===== src/rtl/aclk_pkg.sv =====
// Shared types and defaults for the alarm-clock controller.
// The optional entry timeout is enabled by the ACLK_TIMEOUT_EN macro.
package aclk_pkg;

  localparam logic [3:0] NOKEY_DEFAULT        = 4'd10;
  localparam int         TIMEOUT_SECS_DEFAULT = 10;
  localparam int         TIMER_WIDTH          = $clog2(TIMEOUT_SECS_DEFAULT + 1);

  typedef enum logic [2:0] {
    SHOW_TIME        = 3'd0,
    KEY_STORED       = 3'd1,
    KEY_WAITED       = 3'd2,
    KEY_ENTRY        = 3'd3,
    SHOW_ALARM       = 3'd4,
    SET_ALARM_TIME   = 3'd5,
    SET_CURRENT_TIME = 3'd6
  } aclk_state_e;

endpackage


===== src/rtl/aclk_entry_timer.sv =====
// Inactivity timer for key entry: counts one_second pulses while enabled,
// saturating at TIMEOUT_SECS. Only instantiated when ACLK_TIMEOUT_EN is defined.
module aclk_entry_timer
  import aclk_pkg::*;
#(
  parameter int TIMEOUT_SECS = TIMEOUT_SECS_DEFAULT
) (
  input  logic clk,
  input  logic reset,
  input  logic clear,
  input  logic enable,
  input  logic one_second,
  output logic timeout
);

  localparam int         W     = $clog2(TIMEOUT_SECS + 1);
  localparam logic [W-1:0] LIMIT = W'(TIMEOUT_SECS);

  logic [W-1:0] count;

  // Clear wins over counting so a fresh digit always restarts the window.
  always_ff @(posedge clk) begin
    if (reset || clear) begin
      count <= '0;
    end else if (enable && one_second && (count != LIMIT)) begin
      count <= count + W'(1);
    end
  end

  assign timeout = (count == LIMIT);

endmodule


===== src/rtl/aclk_controller.sv =====
// Moore sequencer for the alarm-clock datapath: key entry, load strobes and display select.
// Define ACLK_TIMEOUT_EN to abandon a stalled key entry after TIMEOUT_SECS seconds.
module aclk_controller
  import aclk_pkg::*;
#(
  parameter logic [3:0] NOKEY        = NOKEY_DEFAULT,
  parameter int         TIMEOUT_SECS = TIMEOUT_SECS_DEFAULT
) (
  input  logic       clk,
  input  logic       reset,
  input  logic       one_second,
  input  logic [3:0] key,
  input  logic       alarm_button,
  input  logic       time_button,
  output logic       load_new_a,
  output logic       load_new_c,
  output logic       reset_count,
  output logic       shift,
  output logic       show_new_time,
  output logic       show_a
);

  aclk_state_e state, state_next;
  logic        timeout;
  logic        key_pressed;

  assign key_pressed = (key != NOKEY);

  always_ff @(posedge clk) begin
    if (reset) begin
      state <= SHOW_TIME;
    end else begin
      state <= state_next;
    end
  end

  // Buttons take priority over key presses, which take priority over the timeout.
  always_comb begin
    state_next = state;
    case (state)
      SHOW_TIME: begin
        if (alarm_button)     state_next = SHOW_ALARM;
        else if (key_pressed) state_next = KEY_STORED;
      end
      KEY_STORED:
        state_next = KEY_WAITED;
      KEY_WAITED: begin
        if (!key_pressed)     state_next = KEY_ENTRY;
        else if (timeout)     state_next = SHOW_TIME;
      end
      KEY_ENTRY: begin
        if (alarm_button)     state_next = SET_ALARM_TIME;
        else if (time_button) state_next = SET_CURRENT_TIME;
        else if (key_pressed) state_next = KEY_STORED;
        else if (timeout)     state_next = SHOW_TIME;
      end
      SHOW_ALARM: begin
        if (!alarm_button)    state_next = SHOW_TIME;
      end
      SET_ALARM_TIME:
        state_next = SHOW_TIME;
      SET_CURRENT_TIME:
        state_next = SHOW_TIME;
      default:
        state_next = SHOW_TIME;
    endcase
  end

  always_comb begin
    load_new_a    = 1'b0;
    load_new_c    = 1'b0;
    reset_count   = 1'b0;
    shift         = 1'b0;
    show_new_time = 1'b0;
    show_a        = 1'b0;
    case (state)
      KEY_STORED: begin
        shift         = 1'b1;
        show_new_time = 1'b1;
      end
      KEY_WAITED, KEY_ENTRY:
        show_new_time = 1'b1;
      SHOW_ALARM:
        show_a = 1'b1;
      SET_ALARM_TIME:
        load_new_a = 1'b1;
      SET_CURRENT_TIME: begin
        load_new_c  = 1'b1;
        reset_count = 1'b1;
      end
      default: ;
    endcase
  end

`ifdef ACLK_TIMEOUT_EN
  logic in_window;
  logic timer_clear;

  // Moving into KEY_STORED restarts the count even from inside the window.
  assign in_window   = (state == KEY_WAITED) || (state == KEY_ENTRY);
  assign timer_clear = !in_window || (state_next == KEY_STORED);

  aclk_entry_timer #(
    .TIMEOUT_SECS(TIMEOUT_SECS)
  ) u_entry_timer (
    .clk       (clk),
    .reset     (reset),
    .clear     (timer_clear),
    .enable    (in_window),
    .one_second(one_second),
    .timeout   (timeout)
  );
`else
  logic unused_one_second;

  assign unused_one_second = one_second;
  assign timeout           = 1'b0;
`endif

endmodule


===== config.mk =====
export PLATFORM = sky130hd
export DESIGN_NAME = aclk_controller
export DESIGN_NICKNAME = d
export VERILOG_FILES = /design/src/rtl/aclk_pkg.sv /design/src/rtl/aclk_entry_timer.sv /design/src/rtl/aclk_controller.sv
export SDC_FILE = /design/constraint.sdc
export NUM_CORES = 1
export LEC_CHECK = 0
export CORE_AREA = 2 2 39 41
export DETAILED_ROUTE_END_ITERATION = 10
export DIE_AREA = 0 0 41 43
export GPL_ROUTABILITY_DRIVEN = 0
export HOLD_SLACK_MARGIN = 0.12
export PLACE_DENSITY_LB_ADDON = 0.15
export SLEW_MARGIN = 20
export SYNTH_ARGS = -nofsm -noshare
export SYNTH_HDL_FRONTEND = slang
export SYNTH_SLANG_ARGS = --single-unit

===== constraint.sdc =====
create_clock -name clk -period 1.4 [get_ports clk]
set_clock_uncertainty 0.2 [all_clocks]
set_input_delay 0.14 -clock clk [delete_from_list [all_inputs] [get_ports clk]]
set_output_delay 0.14 -clock clk [all_outputs]
set_load 0.01 [all_outputs]

# == Yosys cells after proc, flatten, opt, wreduce, memory -nomap -nowiden ==
# Cells that the tools add are included.
# classes
eq_ne,9
mul,0
n_mux,12
magnitude_cmp,0
shift,0
add_sub_neg,0
bitwise,0
n_reduce_logical,3
div,0
# op_table
op,n
3-bit 2-to-1 mux,6
3-bit case mux with 5 select lines,1
3-bit == test (second input constant),3
3-bit by 2-bit == test with 1-bit output (second input constant),2
1-bit 2-to-1 mux,5
2-bit != test (second input constant),2
4-bit != test (second input constant),1
3-bit by 1-bit == test with 1-bit output (second input constant),1
3-bit zero test,1
3-bit OR reduction,1
2-bit AND reduction,1
# totals
ram_bits,0
latch_bits,0
output_inout_bits,6
in_bits,9
wordCells,25
memories,0
regBits,3
rom_bits,0

# == Depth between registers and ports, before layout ==
# Gate-level depths: netlist of the first run.
# depth
word_depth,5
mapped_depth,4
mapped_depth_nobuf,3

# == Least setup slack after synthesis of the first run ==
# Ideal clock, no wire load.
# synth_path
kind,reg-to-reg
from,register state[0]
to,register state[0]
period_less_slack_ps,1365
setup_time_ps,79
n_path_buf,1
required_time_ps,1121
path_stages_with_launch,4
arrival_ps,1086
path_slack_ps,35
cell_sequence,dfxtp_1 -> buf_6 -> or4_4 -> a211oi_2
# synth_via
elab_chain_len,4
elab_cells_between_ends,13
classes_between,eq/ne (6); mux (5); reduce/logical (2)
# synth_rtl
item,line_no,rtl
"start, declared",aclk_controller.sv:23,"aclk_state_e state, state_next;"
"start signal, assigned",aclk_controller.sv:33,state <= state_next;
3-bit 2-to-1 mux (3 in a row),-,
3-bit case mux with 5 select lines,aclk_controller.sv:40,case (state)
# Parallel ways exist; a longest one is shown, timed or not.
# A chain may end at the register's enable or synchronous reset.

# == Worst setup path in the final report of the first run ==
# layout_path
from,register state[1]
to,register state[0]
# layout_via
elab_chain_len,3
elab_cells_between_ends,9
classes_between,eq/ne (6); mux (1); reduce/logical (2)
# layout_rtl
item,line_no
3-bit by 2-bit == test with 1-bit output or 3-bit == test (tied branches),aclk_controller.sv:40
2-bit != test (no line),-
2-bit AND reduction (no line),-
# Parallel ways exist; a longest one is shown, timed or not.

==> impl_results.md, run 1 <==
- Root Driver: clkbuf_4
- Synth cell types: 17
- H-tree Lvls: 1
- Max-cap viol count: 0
- DRC: 0
- Core footprint: 1384 µm²
- Utilization after layout: 31.46%
- R2R Setup Slk: -0.05 ns
- Int Power: 266.1 µW
- Fin Hold WS: 0.3714 ns
- Layout area overhead: 113.5%
- Post-DP HPWL: 463.6 µm
- F_max: 0.6907 GHz
- Peak per-stage delay on the critical path: 0.50 ns
- Die Height: 43 µm
- Sequential area share after synthesis: 29.45%
- Status: finished, violations left
- Die width: 41 µm
- FF-to-FF Start: state[1]
- Final Hold Fails: 0
- Crit Path Max Fanout: 5
- Slowest cell on the critical path: or4_4
- Avg WL per Cell: 9.935 µm
- Post-Syn Area per Cell: 8.867 µm²
- Via count: 255
- Worst Tran Pin Value: 0.2240 ns
- Fin cells: 62
- Max-slew violation count: 0
- # IOs: 15
- Pre-CTS setup slack: -0.2725 ns
- Fraction of layout cells with a size suffix above 1: 54.35%
- Syn_nets: 32
- Minimum clock period: 1.448 ns
- Die ar.: 1763 µm²
- Reg2Reg Depth: 3
- Starting Density: 14.74%
- Yosys reg bits: 3
- Number of fill cells: 151
- Clock sink total: 3
- Buf/Inv on CP: 1
- Syn Inst Count: 23
- Worst Setup Slack, final: -0.04782 ns
- Hold crit path type: primary input to flip-flop
- Crit. path cell count: 3
- Crit path arrival time: 1.39 ns
- WP data required: 1.34 ns
- Commonest non-fill, non-tap cell in the layout: buf_4
- Number of global-route vias before repair: 277
- Lkg Pwr: 0.2028 nW
- Setup violators final: 1
- Psw: 93.03 µW
- Worst-path clk slew: 0.04 ns
- Failing checks: setup timing
- CP startpoint: state[1]
- Via density: 4.113
- PwrDens: 824.9 nW/µm²
- Clock group share of total power: 41.4%
- Largest net degree at the start of global routing: 7
- TritonCTS Buffers: 3
- RSZ-0062 raised after global routing: yes
- Row count: 14
- Worst Setup Path Type: flip-flop to flip-flop
- Placed Cells: 57
- Drt total wl: 616 µm
- IO Port Bufs: 13
- Clk buf depth: 2
- Period utilization: 103.4%
- Worst setup EP type: flip-flop
- Ys Warns: 0
- Post-DP Area: 387.9 µm²
- Post-route ant nets: 0
- CTS tree: built
- Peak VDD IR: 222.8 µV
- Reg power frac: 29.4%
- Drt pass-1 iters: 3
- Hold-fix buffers, CTS: 0
- Startpoint Class: flip-flop
- GRT Overall Usage: 9.438%
- Mapped Area: 203.9 µm²
- Final Net Count: 56
- Global-route wire length before repair: 1.035 mm
- Highest-count cells in the layout ignoring fill and taps: buf_4 (6), dlygate4sd2_1 (4), clkbuf_2 (4)
- CP delay by family, top: simple AND/OR/NAND/NOR gates
- Initial DRC Count: 3
- Largest reg by FF count: state
- Max-Slew Margin vs Limit: 85.04%
- Combinational fraction of design power: 29.2%
- Max reg flops: 3
- Switching part of the total: 25.90%
- Antenna violations before repair: 0
- Setup TNS: -0.04782 ns
- Top Registers: state: 3 flops
- Worst setup path endpoint: state[0]
- Final Cell Area: 435.4 µm²
- Reg-to-Reg End: state[0]
- Final Power: 359.2 µW
- Diodes inserted: 0
- Chain of cells forming the critical path: buf_6 > or4_4 > a211oi_2
- Clock Latency Late Sink: 0.23 ns
- Grt ovf: 0
## area by class of cell
type	instances	area, µm²	share of cell area (%)
Multi-Input combinational cell	18	152.6	35.06
Sequential cell	3	68.82	15.80
Timing Repair Buffer	21	167.7	38.51
Tap cell	16	20.02	4.598
Clock buffer	4	26.28	6.034
## how the worst min path moves through the flow
| stage | start | endpoint | slack (ns) | cells past startpoint |
|---|---|---|---|---|
| finish | key[3] | state[0] | 0.37 | 4 |
| global route | reset | state[0] | 0.36 | 3 |
| CTS | reset | state[0] | 0.36 | 3 |
| detailed placement | state[0] | state[1] | 0.45 | 2 |
| global placement | state[0] | state[1] | 0.44 | 2 |
| floorplan | reset | state[0] | 0.005 | 1 |
## metal layers
metal,vias up,track usage [%],wire [µm]
met5,-,0,0
met4,0,13.33,12
li1,133,-,-
met2,8,13.13,316
met1,112,9.325,258
met3,2,1.571,29
## power groups by stage
stage	clock, mW	combinational, mW	sequential, mW
6_report	0.149	0.105	0.105
3_3_place_gp	0	0.102	0.103
3_5_place_dp	0	0.103	0.103
4_1_cts	0.159	0.103	0.104
5_1_grt	0.171	0.113	0.108
2_1_floorplan	0	0.0417	0.101
## repair_timing
item,4_1_cts,5_1_grt
endpoints found under the setup margin,7,7
buffers inserted,1,1
resized for setup,25,9
pin swaps,3,2
## Yosys cell counts (all sizes together)
master	number	area [µm²]
buf	2	18.77
a2bb2oi	1	8.760
o211ai	1	7.510
a211oi	1	12.51
o21bai	1	7.510
nor2	4	15.01
o221ai	1	8.760
and3b	1	10.01
and2	1	6.260
or4	1	11.26
nor4bb	1	10.01
nor3b	1	7.510
a31oi	1	6.260
or3	1	6.260
nand2	2	7.510
dfxtp	3	60.06
## worst reg2reg max path, stage by stage (launching register included)
cell	delay [ns]
dfxtp_4	0.36
buf_6	0.12
or4_4	0.50
a211oi_2	0.18
## cell families after synthesis
kind of cell    count (synthesis)  share of synthesized area, %
flops                           3                         29.45
compound gates                  6                         25.16
buf+inv                         2                         9.203
simple gates                   12                         36.20
No activity file was read; power rests on OpenSTA's default activity.
==> run 2: changes to the inputs <==
- CAP_MARGIN: default -> 20
==> results of run 2 <==
Final layout, timing and power as in run 1 (identical DEF).
